==> src/rtl/htif_mailbox.sv <==
// htif_mailbox: per-hart tohost FIFOs drained round-robin onto a tagged host stream, plus
// per-hart fromhost response registers. Exit decoding is enabled by HTIF_EXIT_DETECT_EN.
module htif_mailbox #(
    parameter int NHART  = 1,
    parameter int DATA_W = 32,
    parameter int DEPTH  = 4,
    parameter int HID_W  = (NHART > 1) ? $clog2(NHART) : 1
) (
    input  logic                        CLK,
    input  logic                        RSTn,
    input  logic [NHART-1:0]            tohost_we,
    input  logic [NHART*DATA_W-1:0]     tohost,
    output logic [NHART-1:0]            tohost_busy,
    output logic                        host_valid,
    input  logic                        host_ready,
    output logic [HID_W-1:0]            host_hart,
    output logic [DATA_W-1:0]           host_data,
    input  logic                        resp_valid,
    input  logic [HID_W-1:0]            resp_hart,
    input  logic [DATA_W-1:0]           resp_data,
    output logic [NHART-1:0]            fromhost_valid,
    output logic [NHART*DATA_W-1:0]     fromhost,
    output logic [NHART-1:0]            overflow,
    output logic [NHART-1:0]            halted,
    output logic [NHART*(DATA_W-1)-1:0] exit_code,
    output logic                        done,
    output logic                        fail
);
    localparam int unsigned NH    = NHART;
    localparam int          PTR_W = $clog2(DEPTH);
    localparam int          CNT_W = PTR_W + 1;

    logic [DATA_W-1:0]       mem_q    [NHART][DEPTH];
    logic [PTR_W-1:0]        wr_ptr_q [NHART];
    logic [PTR_W-1:0]        rd_ptr_q [NHART];
    logic [CNT_W-1:0]        cnt_q    [NHART];
    logic [NHART-1:0]        full, push, pop, wr_block;
    logic [NHART-1:0]        overflow_q, overflow_d;
    logic                    host_valid_q, host_valid_d;
    logic [HID_W-1:0]        host_hart_q, host_hart_d;
    logic [DATA_W-1:0]       host_data_q, host_data_d;
    logic [HID_W-1:0]        rr_q, rr_d;
    logic                    load, found;
    logic [HID_W-1:0]        gnt;
    logic [DATA_W-1:0]       gnt_data;
    int unsigned             scan;
    logic [NHART-1:0]        fv_q, fv_d;
    logic [NHART*DATA_W-1:0] fromhost_q, fromhost_d;

    // Round-robin search starts one past the last granted hart.
    always_comb begin
        load     = !host_valid_q || host_ready;
        found    = 1'b0;
        gnt      = '0;
        gnt_data = '0;
        scan     = 0;
        for (int unsigned i = 1; i <= NH; i++) begin
            scan = (32'(rr_q) + i) % NH;
            if (!found && cnt_q[scan] != '0) begin
                found    = 1'b1;
                gnt      = HID_W'(scan);
                gnt_data = mem_q[scan][rd_ptr_q[scan]];
            end
        end
    end

    always_comb begin
        for (int unsigned h = 0; h < NH; h++) begin
            full[h]       = (cnt_q[h] == CNT_W'(DEPTH));
            pop[h]        = load && found && (gnt == HID_W'(h));
            push[h]       = tohost_we[h] && !wr_block[h] && (!full[h] || pop[h]);
            overflow_d[h] = overflow_q[h] | (tohost_we[h] && !wr_block[h] && full[h] && !pop[h]);
        end
    end

    always_comb begin
        host_valid_d = host_valid_q;
        host_hart_d  = host_hart_q;
        host_data_d  = host_data_q;
        rr_d         = rr_q;
        if (load) begin
            host_valid_d = found;
            if (found) begin
                host_hart_d = gnt;
                host_data_d = gnt_data;
                rr_d        = gnt;
            end
        end
    end

    always_comb begin
        fv_d       = '0;
        fromhost_d = fromhost_q;
        for (int unsigned h = 0; h < NH; h++) begin
            if (resp_valid && resp_hart == HID_W'(h)) begin
                fv_d[h]                          = 1'b1;
                fromhost_d[h*DATA_W +: DATA_W] = resp_data;
            end
        end
    end

    always_ff @(posedge CLK) begin
        for (int unsigned h = 0; h < NH; h++) begin
            if (push[h]) mem_q[h][wr_ptr_q[h]] <= tohost[h*DATA_W +: DATA_W];
        end
    end

    always_ff @(posedge CLK or negedge RSTn) begin
        if (!RSTn) begin
            for (int unsigned h = 0; h < NH; h++) begin
                wr_ptr_q[h] <= '0;
                rd_ptr_q[h] <= '0;
                cnt_q[h]    <= '0;
            end
            overflow_q   <= '0;
            host_valid_q <= 1'b0;
            host_hart_q  <= '0;
            host_data_q  <= '0;
            rr_q         <= HID_W'(NHART - 1);
            fv_q         <= '0;
            fromhost_q   <= '0;
        end else begin
            for (int unsigned h = 0; h < NH; h++) begin
                if (push[h]) wr_ptr_q[h] <= wr_ptr_q[h] + 1'b1;
                if (pop[h])  rd_ptr_q[h] <= rd_ptr_q[h] + 1'b1;
                cnt_q[h] <= cnt_q[h] + CNT_W'(push[h]) - CNT_W'(pop[h]);
            end
            overflow_q   <= overflow_d;
            host_valid_q <= host_valid_d;
            host_hart_q  <= host_hart_d;
            host_data_q  <= host_data_d;
            rr_q         <= rr_d;
            fv_q         <= fv_d;
            fromhost_q   <= fromhost_d;
        end
    end

    assign tohost_busy    = full;
    assign overflow       = overflow_q;
    assign host_valid     = host_valid_q;
    assign host_hart      = host_hart_q;
    assign host_data      = host_data_q;
    assign fromhost_valid = fv_q;
    assign fromhost       = fromhost_q;

`ifdef HTIF_EXIT_DETECT_EN
    logic [NHART-1:0]            halted_q, halted_d;
    logic [NHART*(DATA_W-1)-1:0] exit_code_q, exit_code_d;
    logic                        done_q, fail_q;

    always_comb begin
        halted_d    = halted_q;
        exit_code_d = exit_code_q;
        for (int unsigned h = 0; h < NH; h++) begin
            if (push[h] && tohost[h*DATA_W]) begin
                halted_d[h]                                = 1'b1;
                exit_code_d[h*(DATA_W-1) +: (DATA_W-1)] = tohost[h*DATA_W+1 +: (DATA_W-1)];
            end
        end
    end

    // done/fail look at the registered halt state, so they trail the last halt by one edge.
    always_ff @(posedge CLK or negedge RSTn) begin
        if (!RSTn) begin
            halted_q    <= '0;
            exit_code_q <= '0;
            done_q      <= 1'b0;
            fail_q      <= 1'b0;
        end else begin
            halted_q    <= halted_d;
            exit_code_q <= exit_code_d;
            done_q      <= &halted_q;
            fail_q      <= (&halted_q) && (|exit_code_q);
        end
    end

    assign wr_block  = halted_q;
    assign halted    = halted_q;
    assign exit_code = exit_code_q;
    assign done      = done_q;
    assign fail      = fail_q;
`else
    assign wr_block  = '0;
    assign halted    = '0;
    assign exit_code = '0;
    assign done      = 1'b0;
    assign fail      = 1'b0;
`endif

endmodule

==> config.mk <==
export PLATFORM = sky130hd
export DESIGN_NAME = htif_mailbox
export DESIGN_NICKNAME = d
export VERILOG_FILES = /design/src/rtl/htif_mailbox.sv
export SDC_FILE = /design/constraint.sdc
export NUM_CORES = 1
export LEC_CHECK = 0
export ABC_AREA = 0
export CORE_MARGIN = 3
export CORE_UTILIZATION = 40
export DETAILED_ROUTE_END_ITERATION = 6
export GPL_TIMING_DRIVEN = 0
export PLACE_DENSITY = 0.64
export SYNTH_ARGS = -nofsm -noshare
export SYNTH_HDL_FRONTEND = slang
export SYNTH_SLANG_ARGS = --single-unit
export TNS_END_PERCENT = 1
==> constraint.sdc <==
create_clock -name CLK -period 2.7 [get_ports CLK]
set_clock_uncertainty 0.2 [all_clocks]
set_input_delay 0.405 -clock CLK [delete_from_list [all_inputs] [get_ports CLK]]
set_output_delay 0.405 -clock CLK [all_outputs]
set_load 0.05 [all_outputs]
==> impl_metrics.json <==
{
  "outcome": "completed",
  "cts_tree": "done",
  "setup_slack_ns": 0.156,
  "antenna_cells": 0,
  "worstPathArrival_ns": 1.94,
  "syn_area_um2": 7930,
  "regToRegEndpoint": "cnt_q[2]",
  "yosys_warnings": 0,
  "syn_to_final_growth_pct": 33.1,
  "whs_ns": 0.161,
  "total_power_mw": 11.7,
  "wl_per_cell_um": 17.3,
  "remaining_drc_errors": 0,
  "grt_start_max_net_pins": 58,
  "layoutNonFillerInstCount": 860,
  "ir_drop_mv": 0.750,
  "die_x_um": 147,
  "clk_latency_ns": 0.49,
  "cts_setup_buffers": 0,
  "r2r_slack_ns": 0.21,
  "post-route-min-period_ns": 2.54,
  "crit_path_end_kind": "output port",
  "clock_path_buffers": 3,
  "gp_congestion": 0.684,
  "rr_startpoint": "host_valid",
  "crit_required_ns": 2.10,
  "synth_cell_types": 29,
  "dp_cells": 819,
  "synth.top_cells.by_count": "edfxtp_1 (128), dfrtp_1 (74), buf_4 (38), mux2_2 (36), mux4_2 (31)",
  "grt_usage_pct": 13.8,
  "cts_buffers": 22,
  "path_max_fanout": 4,
  "fin_crit_sh_pct": 94.2,
  "rsz0062_at_grt": "false",
  "postRouteAntennaNets": 0,
  "synth_flop_cell": "edfxtp_1",
  "hpwl_mm": 9.94,
  "drt_iter0_markers": 111,
  "max_freq_mhz": 393,
  "synth_seq_cells": 202,
  "fp-row-count": 50,
  "start_util_pct": 41.6,
  "yosysSeqAreaShare_pct": 71.8,
  "finalNetCount": 660,
  "synth_most_common_cell": "edfxtp_1",
  "synth_cells": 383,
  "worstHoldPathType": "in2async",
  "hold_violations": 0,
  "synth_top_area_share_pct": 48.5,
  "post_drt_via_cell_ratio": 4.57,
  "drive_gt1_share_pct": 32.2,
  "synth_edf_count": 128,
  "port_buffers": 137,
  "cp-start-kind": "flop",
  "p_per_area_nw_per_um2": 1110,
  "placed_cell_area_um2": 9860,
  "timing_worst_setup_path_type": "reg2out",
  "path_clk_slew_ns": 0.06,
  "cts.sinks": 202,
  "setup_viol": 0,
  "reg2reg_depth": 9,
  "grt_antenna_before_repair": 0,
  "drt_wl_total_mm": 14.8,
  "die-area_um2": 21600,
  "maxSlewHeadroom_pct": 62.7,
  "worst_pin_slew_ns": 0.558,
  "die_h_um": 147,
  "first_pass_iters": 4,
  "pre_cts_slack_ns": -0.389,
  "avgSynthCellArea_um2": 20.7,
  "p_leak_nw": 4.07,
  "cts_root_buf": "clkbuf_16",
  "grt_pass1_wl_mm": 23.7,
  "via_count": 3927,
  "coreArea_um2": 19100,
  "postLayoutCellArea_um2": 10600,
  "grt-ovfl-total": 0,
  "grt_pass1_vias": 4251,
  "synth_top_area_cell": "edfxtp_1",
  "htree_levels": 1,
  "ioPinCount": 173,
  "yosys-top-cells-area": "edfxtp_1 (48%), dfrtp_1 (23%), mux4_2 (8.8%)",
  "cap_violations": 0,
  "ys_async_sr_fraction_pct": 36.6,
  "slew_violations": 0
}
[critical path, stage by stage (launching register included)]
cell,delay (ns)
dfrtp_1,0.41
or3b_4,0.44
inv_1,0.08
dlygate4sd2_1,0.52
[flip-flops by register name, summed over array words and instances, names as in the netlist]
signal          cells
cnt_q               3
overflow            1
host_valid          1
host_data          32
fromhost_valid      1
rd_ptr_q            2
wr_ptr_q            2
mem_q             128
fromhost           32
[cell usage in the layout (no fill, tap or decap), drive strengths merged]
master	instances
buf	55
clkbuf	26
and2	4
conb	35
mux2	65
nor2b	2
a21o	1
mux4	32
mux2i	1
o21ai	1
bufinv	1
dlygate4sd3	1
clkinvlp	2
clkinv	12
xnor2	3
edfxtp	128
or3b	1
fa	1
dlygate4sd2	1
nor2	1
o21a	1
nor3	1
nand2b	2
clkdlybuf4s50	135
dfrtp	74
and3b	1
nand2	1
xor2	2
inv	5
ha	5
[routing by layer]
layer	wire length, um	global-route usage, %	vias to the layer above
met5	0	0	-
li1	-	-	1803
met2	7400	24.4	142
met4	235	2.87	0
met1	6070	16.9	1963
met3	1120	4.23	19
[power by group]
| group | internal [mW] | total (mW) | switching (mW) |
|---|---|---|---|
| logic | 2.06 | 4.57 | 2.51 |
| registers | 4.12 | 4.42 | 0.304 |
| clock network | 1.60 | 2.75 | 1.15 |
| total | 7.77 | 11.7 | 3.97 |
[worst max-delay path by stage]
stage,from,end,slack [ns],cells past startpoint
after global placement,RSTn,host_data[24],-1.95,1
final,cnt_q[1],tohost_busy,0.16,3
after floorplan,host_valid,cnt_q[2],0.12,9
after global routing,host_valid,cnt_q[2],0.06,9
after CTS,host_valid,cnt_q[2],0.12,9
after detailed placement,host_ready,cnt_q[2],-0.39,10
[what timing repair did]
| item | CTS | global route |
|---|---|---|
| setup endpoints to repair | 1 | 1 |
| hold buffers | 1 | 0 |
| endpoints found under the hold margin | 74 | 0 |
| resized for setup | 1 | 1 |
[cell families after synthesis]
logic type	after synthesis	synth area share, %
DFF	202	71.8
other	1	0.0473
xor gates and xnor gates	5	0.552
AOI/OAI and AO/OA	3	0.347
buffers and inverters	55	5.22
muxes	98	19.9
and+or+nand+nor	13	1.10
adders and majority gates	6	1.04
[metrics by stage]
stage / TNS, ns / utilization (%)
5_1_grt: 0 / 55.3
3_5_place_dp: -0.654 / 51.7
4_1_cts: 0 / 55.3
3_3_place_gp: -231.76 / 51.1
2_1_floorplan: 0 / -
6_report: 0 / 55.3
[cell type report]
class / count / area, um2
clock buffer: 24 / 558
clock inverter: 16 / 121
timing repair buffer: 143 / 1490
fill: 1499 / 8520
sequential: 202 / 5700
buffer: 51 / 403
tap: 260 / 325
multi-input combinational: 160 / 1950
inverter: 4 / 15.0
Power figures use the tool's default switching activity.
